### src/rtl/hazard_pkg.sv
// rtl/hazard_pkg.sv - shared types and constants for the hazard/stall controller
// Provides the memory-wait FSM state enum, the shadow-register layouts for the
// ID/EXE and EXE/MEM copies, their NOP (all-zero control) values and the
// register-match helper used by the RAW compare.
package hazard_pkg;

    typedef enum logic {
        ST_IDLE = 1'b0,
        ST_BUSY = 1'b1
    } mw_state_e;

    localparam logic [4:0] NOP_DEST = 5'd0;

    typedef struct packed {
        logic [4:0] dest;
        logic       wb_en;
        logic       mem_r_en;
        logic       mem_acc;
    } exe_shadow_t;

    typedef struct packed {
        logic [4:0] dest;
        logic       wb_en;
        logic       mem_acc;
    } mem_shadow_t;

    localparam exe_shadow_t EXE_NOP = '{dest: NOP_DEST, wb_en: 1'b0, mem_r_en: 1'b0, mem_acc: 1'b0};
    localparam mem_shadow_t MEM_NOP = '{dest: NOP_DEST, wb_en: 1'b0, mem_acc: 1'b0};

    // r0 is hard-wired, so a read of r0 can never depend on an older writer.
    function automatic logic reg_hit(input logic [4:0] src, input logic src_used,
                                     input logic [4:0] dest);
        return src_used && (src != 5'd0) && (src == dest);
    endfunction

endpackage

### src/rtl/mem_wait_fsm.sv
// rtl/mem_wait_fsm.sv - holds the pipeline while a multi-cycle SRAM access sits in MEM
// Ports: clk, rst (async active-low), mem_acc (access in MEM stage),
//        stall (combinational: freeze the pipeline this cycle).
module mem_wait_fsm
    import hazard_pkg::*;
#(
    parameter int MEM_WAIT = 4
) (
    input  logic clk,
    input  logic rst,
    input  logic mem_acc,
    output logic stall
);

    localparam int              CW        = (MEM_WAIT > 2) ? $clog2(MEM_WAIT) : 1;
    localparam logic [CW-1:0]   CNT_LOAD  = CW'((MEM_WAIT >= 2) ? MEM_WAIT - 2 : 0);
    localparam bit              CAN_STALL = (MEM_WAIT > 1);

    mw_state_e     state_q, state_d;
    logic [CW-1:0] cnt_q, cnt_d;

    // The IDLE cycle that sees the access is already the first stall cycle;
    // BUSY then adds MEM_WAIT-2 more, and the cnt==0 cycle releases so the
    // pipeline moves the access out of MEM before it can re-trigger.
    always_comb begin
        state_d = state_q;
        cnt_d   = cnt_q;
        stall   = 1'b0;
        case (state_q)
            ST_IDLE: begin
                if (CAN_STALL && mem_acc) begin
                    stall   = 1'b1;
                    state_d = ST_BUSY;
                    cnt_d   = CNT_LOAD;
                end
            end
            ST_BUSY: begin
                if (cnt_q != '0) begin
                    stall = 1'b1;
                    cnt_d = cnt_q - CW'(1);
                end else begin
                    state_d = ST_IDLE;
                end
            end
            default: state_d = ST_IDLE;
        endcase
    end

    always_ff @(posedge clk or negedge rst) begin
        if (!rst) begin
            state_q <= ST_IDLE;
            cnt_q   <= '0;
        end else begin
            state_q <= state_d;
            cnt_q   <= cnt_d;
        end
    end

endmodule

### src/rtl/hazard_ctrl.sv
// rtl/hazard_ctrl.sv - pipeline hazard and stall controller (freeze/bubble/flush source)
// Ports: clk, rst (async active-low); ID fields id_src1/id_src2/id_two_src/
//        id_dest/id_wb_en/id_mem_r_en/id_mem_w_en/id_br_taken;
//        outputs freez_front, freez_back, bubble, flush_if, mem_busy.
module hazard_ctrl
    import hazard_pkg::*;
#(
    parameter int MEM_WAIT = 4,
    parameter int FW_EN    = 1
) (
    input  logic       clk,
    input  logic       rst,
    input  logic [4:0] id_src1,
    input  logic [4:0] id_src2,
    input  logic       id_two_src,
    input  logic [4:0] id_dest,
    input  logic       id_wb_en,
    input  logic       id_mem_r_en,
    input  logic       id_mem_w_en,
    input  logic       id_br_taken,
    output logic       freez_front,
    output logic       freez_back,
    output logic       bubble,
    output logic       flush_if,
    output logic       mem_busy
);

    localparam bit FWD = (FW_EN != 0);

    exe_shadow_t exe_q, exe_d;
    mem_shadow_t mem_q, mem_d;
    logic        stall;
    logic        raw;
    logic        exe_prod;
    logic        mem_prod;

    // With forwarding only a load in EXE cannot supply its value in time;
    // without it, any writer still in EXE or MEM must drain first.
    assign exe_prod = exe_q.wb_en && (!FWD || exe_q.mem_r_en);
    assign mem_prod = !FWD && mem_q.wb_en;

    assign raw = (exe_prod && (reg_hit(id_src1, 1'b1, exe_q.dest) ||
                               reg_hit(id_src2, id_two_src, exe_q.dest))) ||
                 (mem_prod && (reg_hit(id_src1, 1'b1, mem_q.dest) ||
                               reg_hit(id_src2, id_two_src, mem_q.dest)));

    mem_wait_fsm #(
        .MEM_WAIT (MEM_WAIT)
    ) u_mem_wait (
        .clk     (clk),
        .rst     (rst),
        .mem_acc (mem_q.mem_acc),
        .stall   (stall)
    );

    always_comb begin
        exe_d = exe_q;
        mem_d = mem_q;
        if (!stall) begin
            mem_d.dest    = exe_q.dest;
            mem_d.wb_en   = exe_q.wb_en;
            mem_d.mem_acc = exe_q.mem_acc;
            if (raw) begin
                exe_d = EXE_NOP;
            end else begin
                exe_d.dest     = id_dest;
                exe_d.wb_en    = id_wb_en;
                exe_d.mem_r_en = id_mem_r_en;
                exe_d.mem_acc  = id_mem_r_en | id_mem_w_en;
            end
        end
    end

    always_ff @(posedge clk or negedge rst) begin
        if (!rst) begin
            exe_q <= EXE_NOP;
            mem_q <= MEM_NOP;
        end else begin
            exe_q <= exe_d;
            mem_q <= mem_d;
        end
    end

    assign freez_back  = stall;
    assign mem_busy    = stall;
    assign freez_front = stall | raw;
    assign bubble      = raw & ~stall;
    // flush_if is the only output driven straight from an ID input, so it is
    // gated by reset to keep every strobe quiet while reset is held.
    assign flush_if    = id_br_taken & ~raw & ~stall & rst;

endmodule

### config.mk
export PLATFORM = sky130hd
export DESIGN_NAME = hazard_ctrl
export DESIGN_NICKNAME = d
export VERILOG_FILES = /design/src/rtl/hazard_pkg.sv /design/src/rtl/mem_wait_fsm.sv /design/src/rtl/hazard_ctrl.sv
export SDC_FILE = /design/constraint.sdc
export NUM_CORES = 1
export LEC_CHECK = 0
export ABC_AREA = 1
export CAP_MARGIN = 30
export CORE_UTILIZATION = 46
export CTS_BUF_LIST = sky130_fd_sc_hd__clkbuf_4 sky130_fd_sc_hd__clkbuf_8 sky130_fd_sc_hd__clkbuf_16
export CTS_CLUSTER_SIZE = 14
export DETAILED_ROUTE_END_ITERATION = 10
export PLACE_DENSITY = 0.82
export RECOVER_POWER = 50
export SYNTH_ARGS = -nofsm -noshare
export SYNTH_HDL_FRONTEND = slang
export SYNTH_SLANG_ARGS = --single-unit
### constraint.sdc
create_clock -name clk -period 4 [get_ports clk]
set_clock_uncertainty 0.1 [all_clocks]
set_input_delay 0.8 -clock clk [delete_from_list [all_inputs] [get_ports clk]]
set_output_delay 0.8 -clock clk [all_outputs]
set_load 0.02 [all_outputs]
==> flow_summary_export.csv, run 1 <==
group,metric,value,unit
outcome,status,"completed",
global_routing,grt_max_degree,15,
global_routing,grtUsageTotal,19.2,%
yosys,ys_warn_count,0,
placement,hpwl,1.18,mm
sta,rsz0062_at_grt,"false",
sta,fin_setup_tns,0,ns
placement,pre_cts_ws,0.535,ns
yosys,ys_top_cells_by_area,"dfrtp_1 (40%), nand2_1 (20%), inv_1 (6.0%), nor2_1 (6.0%), nand3_1 (5.4%)",
floorplan,num_io_pins,27,
drt,drc,0,
sta,maxSlewViolCount,0,
yosys,synth.ff_latch_count,12,
yosys,yosys-mux-area-fraction,0,%
yosys,syn_inst,107,
yosys,synth_compound_area_share,2.34,%
critical_path,r2r_cells,7,
run,max-cap-violations,0,
sta,slew_headroom,56.7,%
power,ir_drop,0.431,mV
floorplan,die_w,42.3,um
placement,gp_congestion,0.860,
clock_tree,path_clk_slew,0.08,ns
yosys,synth_top_area_share,40.1,%
cells_and_area,utilization,69.6,%
yosys,yosysSeqAreaShare,40.1,%
drt,antenna_left,0,
placement,portBuffers,26,
yosys,syn_nets,130,
hold_path,hold_class,"register to register",
cells_and_area,finalNonFillerCells,152,
clock_tree,cts_sinks,12,
drt,dr.pass1.iters,4,
cells_and_area,mostFrequentLayoutCell,"nand2_1",
floorplan,core-area,1510,um^2
sta,period_minus_slack,3.47,ns
cells_and_area,drive_gt1_share,10.3,%
yosys,synthesis.area,748,um^2
power,leakage,0.561,nW
clock_tree,tritoncts,"done",
clock_tree,insertion_delay,0.27,ns
yosys,synth_area_per_cell,6.99,um^2
sta,tightestPinTransition,0.649,ns
global_routing,grt-ovfl-total,0,
placement,dp.cells,148,
power,p_per_area,671,nW/um^2
floorplan,dieArea,1790,um^2
yosys,yosys.area_share.xor_xnor,4.68,%
clock_tree,post_cts_resize_count,0,
sta,min_period_over_period,86.8,%
critical_path,critPathCaptureType,"output pin",
critical_path,crit_type,"input pin to output pin",
cells_and_area,diodes,0,
cells_and_area,fin_nets,160,
yosys,synth_top_family_by_area,"simple AND/OR/NAND/NOR gates",
clock_tree,post_cts_buffers,0,
sta,hold_viol,0,
floorplan,die_y,42.3,um
critical_path,arrival,2.57,ns
drt,routed_wl,1.52,mm
drt,vias,750,
sta,setup_ws,0.528,ns
yosys,synth_top_area_cell,"dfrtp_1",
clock_tree,postCtsHoldBufs,0,
cells_and_area,final_cell_mix,"nand2_1 (41), clkdlybuf4s50_1 (25), inv_1 (12), nor2_1 (12), dfrtp_1 (12)",
floorplan,start_util,49.7,%
hold_path,hold_depth,2,
clock_tree,htree_num_levels,1,
floorplan,rows,14,
drt,drt_iter0_drc,16,
global_routing,antenna_found_initial,0,
critical_path,critPathLaunchType,"input pin",
drt,wl_per_cell,10.0,um
critical_path,cp.required,3.10,ns
yosys,synth_cell_type_count,20,
sta,whs,0.392,ns
critical_path,cp_max_fo,10,
yosys,synthAdderAreaFrac,1.67,%
global_routing,grt_first_pass_wirelength,2.64,mm
clock_tree,cts_buffers,3,
sta,setup_viol,0,
cells_and_area,nFillCells,140,
clock_tree,cts_buffer_depth,2,
sta,fmax,0.288,GHz
global_routing,first_global_vias,690,
cells_and_area,area_delta_synth_final,40.1,%
clock_tree,ctsRootBufferMaster,"clkbuf_4",
yosys,yosys.area_share.simple,41.3,%
drt,drt-vias-per-instance,4.93,
[logic make-up after synthesis]
group | after synthesis
and+or+nand+nor | 70
xor gates and xnor gates | 4
DFF | 12
buffers and inverters | 17
adders and majority gates | 1
AOI/OAI and AO/OA | 3
[stage by stage]
stage / power, W / instance area [um^2]
after floorplan: 0.000516 / 748
after global placement: 0.000609 / 1020
after detailed placement: 0.000621 / 1020
after CTS: 0.000719 / 1060
after global routing: 0.000774 / 1050
final: 0.000703 / 1050
[critical path, cell delays in order]
cell and delay, ns:
clkdlybuf4s50_1 0.48, inv_1 0.05, o21ai_0 0.14, inv_1 0.06, nand4_1 0.10, nand2_2 0.07
nand2_4 0.12, nand2_2 0.07, nor2_2 0.08, clkdlybuf4s50_1 0.60
[area by class of cell]
cell class / instances / area (um^2) / area share, %
Multi-Input combinational cell: 78 / 369 / 35.2
Sequential cell: 12 / 300 / 28.6
Tap cell: 16 / 20.0 / 1.91
Timing Repair Buffer: 27 / 264 / 25.2
Inverter: 15 / 58.8 / 5.61
Clock buffer: 4 / 36.3 / 3.46
[power breakdown]
group	internal, W	switching (W)	leakage, nW	total, W
sequential	0.000184	0.0000470	0.142	0.000231
clock	0.0000553	0.0000421	0.0210	0.0000974
combinational	0.000156	0.000219	0.398	0.000375
[registers in the layout, indices dropped and copies added (netlist names)]
register	flops
u_mem_wait.state_q	1
exe_q	8
u_mem_wait.cnt_q	2
mem_q	1
[routing by layer]
layer,vias up,global-route usage [%],wire length [um]
met4,0,7.50,7
met2,26,33.5,749
met1,340,24.0,660
met3,2,2.16,104
li1,382,-,-
met5,-,0,0
[synthesized netlist by cell type]
library cell,count
nor2_1,12
ha_1,1
nand3_2,1
nand2_2,3
inv_1,12
xor2_1,4
or2_2,1
nand2_4,1
buf_4,2
o21ai_1,1
o21ai_0,1
or2_4,1
nand3_1,8
nand2_1,40
inv_4,1
inv_2,2
dfrtp_1,12
nor2_2,2
o211ai_1,1
nand4_1,1
[final timing paths]
kind	start	end	slack, ns
worst min-delay path	exe_q[0]	exe_q[0]	0.39
max in group asynchronous	rst	exe_q[6]	2.38
worst max register to register	u_mem_wait.cnt_q[0]	exe_q[1]	2.16
worst min register to register	exe_q[0]	exe_q[0]	0.39
min in group asynchronous	rst	exe_q[0]	1.00
worst max-delay path	id_src2[0]	flush_if	0.53
No activity file was read; power rests on OpenSTA's default activity.
==> inputs of run 2 (changes only) <==
--- a/config.mk
+++ b/config.mk
@@ -11,6 +11,7 @@
 export CTS_BUF_LIST = sky130_fd_sc_hd__clkbuf_4 sky130_fd_sc_hd__clkbuf_8 sky130_fd_sc_hd__clkbuf_16
 export CTS_CLUSTER_SIZE = 14
 export DETAILED_ROUTE_END_ITERATION = 10
+export GPL_ROUTABILITY_DRIVEN = 1
 export PLACE_DENSITY = 0.82
 export RECOVER_POWER = 50
 export SYNTH_ARGS = -nofsm -noshare
==> results of run 2 <==
The final DEF is identical to that of run 1; final timing and power are the same.
